<file path="config.mk">
export PLATFORM = sky130hd
export DESIGN_NAME = pwm_audio_out
export DESIGN_NICKNAME = d
export VERILOG_FILES = /design/src/rtl/pwm_audio_out.sv
export SDC_FILE = /design/constraint.sdc
export NUM_CORES = 1
export LEC_CHECK = 0
export BUFFER_PORTS_ARGS = -buffer_cell sky130_fd_sc_hd__buf_2
export CORE_MARGIN = 4
export CORE_UTILIZATION = 45
export CTS_BUF_LIST = sky130_fd_sc_hd__clkbuf_2 sky130_fd_sc_hd__clkbuf_4 sky130_fd_sc_hd__clkbuf_8
export DETAILED_ROUTE_END_ITERATION = 10
export GPL_ROUTABILITY_DRIVEN = 0
export PLACE_DENSITY = 0.73
export SLEW_MARGIN = 20
export SYNTH_ARGS = -nofsm -noshare
export SYNTH_HDL_FRONTEND = slang
export SYNTH_SLANG_ARGS = --single-unit
</file>
<file path="constraint.sdc">
create_clock -name clk -period 4.73 [get_ports clk]
set_input_delay 0.946 -clock clk [delete_from_list [all_inputs] [get_ports clk]]
set_output_delay 0.946 -clock clk [all_outputs]
set_load 0.03 [all_outputs]
</file>
<file path="src/rtl/pwm_audio_out.sv">
// Buffers signed 8-bit audio samples in a small FIFO and plays each one as the duty of one 256-count PWM period.
// Define PWM_AUDIO_UNDERRUN_HOLD_EN to repeat the last sample on underrun instead of falling back to midscale silence.
module pwm_audio_out #(
  parameter int FIFO_DEPTH = 4,
  parameter int PRESCALE   = 1
) (
  input  logic                          clk,
  input  logic                          reset,
  input  logic [7:0]                    sample,
  input  logic                          sample_valid,
  output logic                          sample_ready,
  output logic                          pwm_out,
  output logic                          underrun,
  output logic [$clog2(FIFO_DEPTH):0]   fifo_level
);

  localparam int AW = $clog2(FIFO_DEPTH);
  localparam int LW = AW + 1;
  localparam int PW = (PRESCALE > 1) ? $clog2(PRESCALE) : 1;
  localparam logic [LW-1:0] LEVEL_FULL = LW'(FIFO_DEPTH);
  localparam logic [PW-1:0] PRESC_LAST = PW'(PRESCALE - 1);
  localparam logic [7:0]    DUTY_MID   = 8'd128;

  logic [7:0]    r_mem [FIFO_DEPTH];
  logic [AW-1:0] r_wrPtr;
  logic [AW-1:0] r_rdPtr;
  logic [LW-1:0] r_level;
  logic [PW-1:0] r_presc;
  logic [7:0]    r_cnt;
  logic [7:0]    r_duty;
  logic          r_pwm;
  logic          r_underrun;

  logic          w_tick;
  logic          w_boundary;
  logic          w_push;
  logic          w_pop;
  logic [7:0]    w_headDuty;
  logic [7:0]    w_underrunDuty;

  // Readiness depends only on the registered level, so a pop cannot make room for a same-cycle push.
  assign sample_ready = (r_level < LEVEL_FULL);
  assign w_push       = sample_valid & sample_ready;
  assign w_tick       = (r_presc == PRESC_LAST);
  assign w_boundary   = w_tick & (r_cnt == 8'hFF);
  assign w_pop        = w_boundary & (r_level != '0);
  assign w_headDuty   = {~r_mem[r_rdPtr][7], r_mem[r_rdPtr][6:0]};

  assign pwm_out    = r_pwm;
  assign underrun   = r_underrun;
  assign fifo_level = r_level;

`ifdef PWM_AUDIO_UNDERRUN_HOLD_EN
  logic [7:0] r_lastDuty;

  always_ff @(posedge clk or posedge reset) begin
    if (reset) begin
      r_lastDuty <= DUTY_MID;
    end else if (w_pop) begin
      r_lastDuty <= w_headDuty;
    end
  end

  assign w_underrunDuty = r_lastDuty;
`else
  assign w_underrunDuty = DUTY_MID;
`endif

  always_ff @(posedge clk or posedge reset) begin
    if (reset) begin
      r_presc <= '0;
      r_cnt   <= '0;
    end else if (w_tick) begin
      r_presc <= '0;
      r_cnt   <= r_cnt + 8'd1;
    end else begin
      r_presc <= r_presc + 1'b1;
    end
  end

  // Storage needs no reset: the pointers and level define which entries are live.
  always_ff @(posedge clk) begin
    if (w_push) begin
      r_mem[r_wrPtr] <= sample;
    end
  end

  always_ff @(posedge clk or posedge reset) begin
    if (reset) begin
      r_wrPtr <= '0;
      r_rdPtr <= '0;
      r_level <= '0;
    end else begin
      if (w_push) begin
        r_wrPtr <= r_wrPtr + 1'b1;
      end
      if (w_pop) begin
        r_rdPtr <= r_rdPtr + 1'b1;
      end
      unique case ({w_push, w_pop})
        2'b10:   r_level <= r_level + 1'b1;
        2'b01:   r_level <= r_level - 1'b1;
        default: r_level <= r_level;
      endcase
    end
  end

  // A boundary on an empty FIFO still stores a coincident push; that sample plays one period later.
  always_ff @(posedge clk or posedge reset) begin
    if (reset) begin
      r_duty     <= DUTY_MID;
      r_pwm      <= 1'b0;
      r_underrun <= 1'b0;
    end else begin
      r_pwm      <= (r_cnt < r_duty);
      r_underrun <= w_boundary & (r_level == '0);
      if (w_boundary) begin
        r_duty <= w_pop ? w_headDuty : w_underrunDuty;
      end
    end
  end

endmodule

</file>
==> flow_metrics.env <==
export IMPL_required_ns=4.98
export IMPL_die_y_um=81.5
export IMPL_grt_pass1_wl_mm=6.56
export IMPL_setup_violations_final=0
export IMPL_vias=1265
export IMPL_postSynthAreaPerCell_um2=16.0
export IMPL_finalHoldViolations=0
export IMPL_place_inst=234
export IMPL_min_to="r_duty[1]"
export IMPL_finalPower_mw=1.36
export IMPL_synth_seq_cells=57
export IMPL_die_area_um2=6640
export IMPL_critPathMaxFanout=10
export IMPL_cts_reportedPaths_clkPinSlew_ns=0.06
export IMPL_grt_ovfl_total=0
export IMPL_drv_slew=0
export IMPL_root_buffer="clkbuf_8"
export IMPL_syn_area_um2=2430
export IMPL_r2r_cells=9
export IMPL_drv_cap=0
export IMPL_grt_max_degree=26
export IMPL_ys_warn_count=0
export IMPL_syn_nets=177
export IMPL_htree_levels=3
export IMPL_synth_ff_type="edfxtp_1"
export IMPL_worst_pin_slew_ns=0.900
export IMPL_clock_path_buffers=2
export IMPL_hold_path_class="flip-flop to flip-flop"
export IMPL_drtAntennaViolNets=0
export IMPL_synth_cell_types=35
export IMPL_areaGrowthSynthToFinish_pct=16.2
export IMPL_num_fill_cells=399
export IMPL_start_util_pct=47.0
export IMPL_synth_top_area_cell="edfxtp_1"
export IMPL_endpoint_kind="flip-flop"
export IMPL_dp_slack_ns=2.27
export IMPL_rsz0062_at_grt="false"
export IMPL_outcome="finished, final reports clean"
export IMPL_crit_type="flip-flop to flip-flop"
export IMPL_drive_gt1_share_pct=24.4
export IMPL_core_area_um2=5170
export IMPL_cts_inserted_buffers=9
export IMPL_period_minus_slack_ns=2.41
export IMPL_async_reset_ff_share_pct=43.9
export IMPL_post_cts_resized=0
export IMPL_r2r_slack_ns=2.32
export IMPL_r2r_start="r_cnt[0]"
export IMPL_finalClockSkew_ns=0.00973
export IMPL_grt_pass1_vias=1387
export IMPL_ctsHoldBuffers=0
export IMPL_synth_edf_count=32
export IMPL_rr_endpoint="fifo_level[2]"
export IMPL_synthTopCellsByArea="edfxtp_1 (40%), dfrtp_1 (25%), mux4_2 (7.4%), ha_1 (6.7%), a22o_1 (2.5%)"
export IMPL_startpoint_type="flip-flop"
export IMPL_fin_setup_tns_ns=0
export IMPL_p_per_area_nw_per_um2=482
export IMPL_drcViolationCount=0
export IMPL_cts_tree="yes"
export IMPL_wl_mm=3.80
export IMPL_max_freq_mhz=415
export IMPL_ir_drop_mv=0.304
export IMPL_first_iter_violations=56
export IMPL_first_pass_iters=6
export IMPL_dp_hpwl_mm=2.72
export IMPL_port_buffer_count=16
export IMPL_nets=200
export IMPL_fin_cells=250
export IMPL_slew_headroom_pct=40.0
export IMPL_rows=26
export IMPL_clk_latency_ns=0.33
export IMPL_antenna_found_initial=0
export IMPL_track_usage_pct=13.9
export IMPL_fin_ws_ns=2.32
export IMPL_chipWidth_um=81.5
export IMPL_synth_top_area_share_pct=39.6
export IMPL_ios=17
export IMPL_postCtsSetupBuffers=0
export IMPL_finalCritPeriodShare_pct=51.0
export IMPL_wire_per_inst_um=15.2
export IMPL_synth_seq_area_share_pct=65.4
export IMPL_cts_sinks=57
export IMPL_final_core_util_pct=54.5
export IMPL_diodes=0
export IMPL_viasPerCell=5.06
export IMPL_synth_cells=152
export IMPL_min_from="r_duty[1]"
export IMPL_leakage_nw=1.15
export IMPL_critPathArrivalTime_ns=2.66
export IMPL_hold_path_depth=1
[per-stage QoR]
stage	hold slack (ns)	cell area, um2
final	0.501	2820
after global routing	0.530	2820
after CTS	0.506	2820
after detailed placement	0.486	2570
after global placement	0.464	2570
after floorplan	0.447	2430
[worst max-delay path by stage]
stage	slack, ns	end	from
finish	2.32	fifo_level[2]	r_cnt[0]
global route	2.11	fifo_level[2]	r_cnt[0]
global placement	2.39	fifo_level[2]	sample_valid
detailed placement	2.27	fifo_level[1]	sample_valid
floorplan	2.43	fifo_level[2]	sample_valid
CTS	2.30	fifo_level[2]	r_cnt[0]
[sequential cells by signal, summed over array words and instances (netlist names)]
name and cells:
r_rdPtr 2, r_mem 32, r_cnt 8, r_wrPtr 2, r_duty 8, pwm_out 1, underrun 1, fifo_level 3
[placed cells by master, fill, tap and decap left out]
| master | synthesis | routed |
|---|---|---|
| o21ai_0 | 1 | 1 |
| a22oi_1 | 1 | 1 |
| clkbuf_4 | 0 | 1 |
| a22o_1 | 7 | 7 |
| or3_1 | 1 | 1 |
| clkbuf_8 | 0 | 10 |
| nand4_1 | 3 | 3 |
| fa_1 | 1 | 1 |
| nand3_4 | 1 | 1 |
| and4_2 | 1 | 1 |
| a21oi_1 | 2 | 2 |
| mux2i_1 | 1 | 1 |
| edfxtp_1 | 32 | 32 |
| a2111oi_0 | 1 | 1 |
| ha_1 | 13 | 13 |
| nand3_1 | 1 | 1 |
| nor3_4 | 1 | 1 |
| dfrtp_1 | 24 | 24 |
| o21a_1 | 2 | 2 |
| clkinv_4 | 0 | 1 |
| nand2_1 | 5 | 5 |
| nor3_1 | 1 | 1 |
| xnor2_1 | 7 | 7 |
| clkinv_2 | 0 | 1 |
| bufinv_16 | 0 | 3 |
| buf_2 | 0 | 16 |
| inv_1 | 16 | 16 |
| dfstp_2 | 1 | 1 |
| mux4_2 | 8 | 8 |
| and2_1 | 4 | 4 |
| xor2_1 | 5 | 5 |
| nor2_1 | 3 | 3 |
| nor3b_1 | 1 | 1 |
| nor2b_1 | 1 | 1 |
| nor4b_1 | 1 | 1 |
| nand2b_1 | 1 | 1 |
| o31a_1 | 1 | 1 |
[layer usage]
metal	vias to the layer above	share of wire (%)	track usage, %
met1	634	42	15.6
met3	4	5.3	7.13
li1	598	-	-
met2	29	52	23.0
met4	0	0.66	4.56
met5	-	0	0
[logic make-up (layout without fill, tap and decap cells)]
logic type | Yosys count | after routing | synth area share, %
AOI/OAI and AO/OA | 15 | 15 | 4.79
and+or+nand+nor | 25 | 25 | 6.70
DFF | 57 | 57 | 65.4
muxes | 9 | 9 | 7.83
adders and majority gates | 14 | 14 | 7.52
buffers and inverters | 20 | 48 | 3.45
xor gates and xnor gates | 12 | 12 | 4.33
[worst max-delay path, cell delays in order (launching register included)]
cell and delay [ns]:
dfrtp_1 0.41, ha_1 0.26, nand3_4 0.13, nor3_4 0.44
ha_1 0.27, inv_1 0.06, fa_1 0.38, xor2_1 0.15
nor2_1 0.11, xnor2_1 0.13
[cell type report]
class	count	area, um2	area share, %
Clock inverter	5	104	3.68
Multi-Input combinational cell	75	757	26.8
Tap cell	70	87.6	3.10
Sequential cell	57	1590	56.3
Inverter	16	60.1	2.13
Clock buffer	11	145	5.14
Timing Repair Buffer	16	80.1	2.84
[Yosys cell counts (2+ instances only)]
| master | instances |
|---|---|
| a21oi_1 | 2 |
| a22o_1 | 7 |
| and2_1 | 4 |
| dfrtp_1 | 24 |
| edfxtp_1 | 32 |
| ha_1 | 13 |
| inv_1 | 16 |
| mux4_2 | 8 |
| nand2_1 | 5 |
| nand4_1 | 3 |
| nor2_1 | 3 |
| o21a_1 | 2 |
| xnor2_1 | 7 |
| xor2_1 | 5 |
[where the power goes]
group          internal [mW]  total [mW]  switching (mW)
combinational         0.0647       0.190           0.126
sequential             0.591       0.619          0.0282
clock                  0.370       0.551           0.181
total                   1.03        1.36           0.335
(Power assumes the default switching activity.)
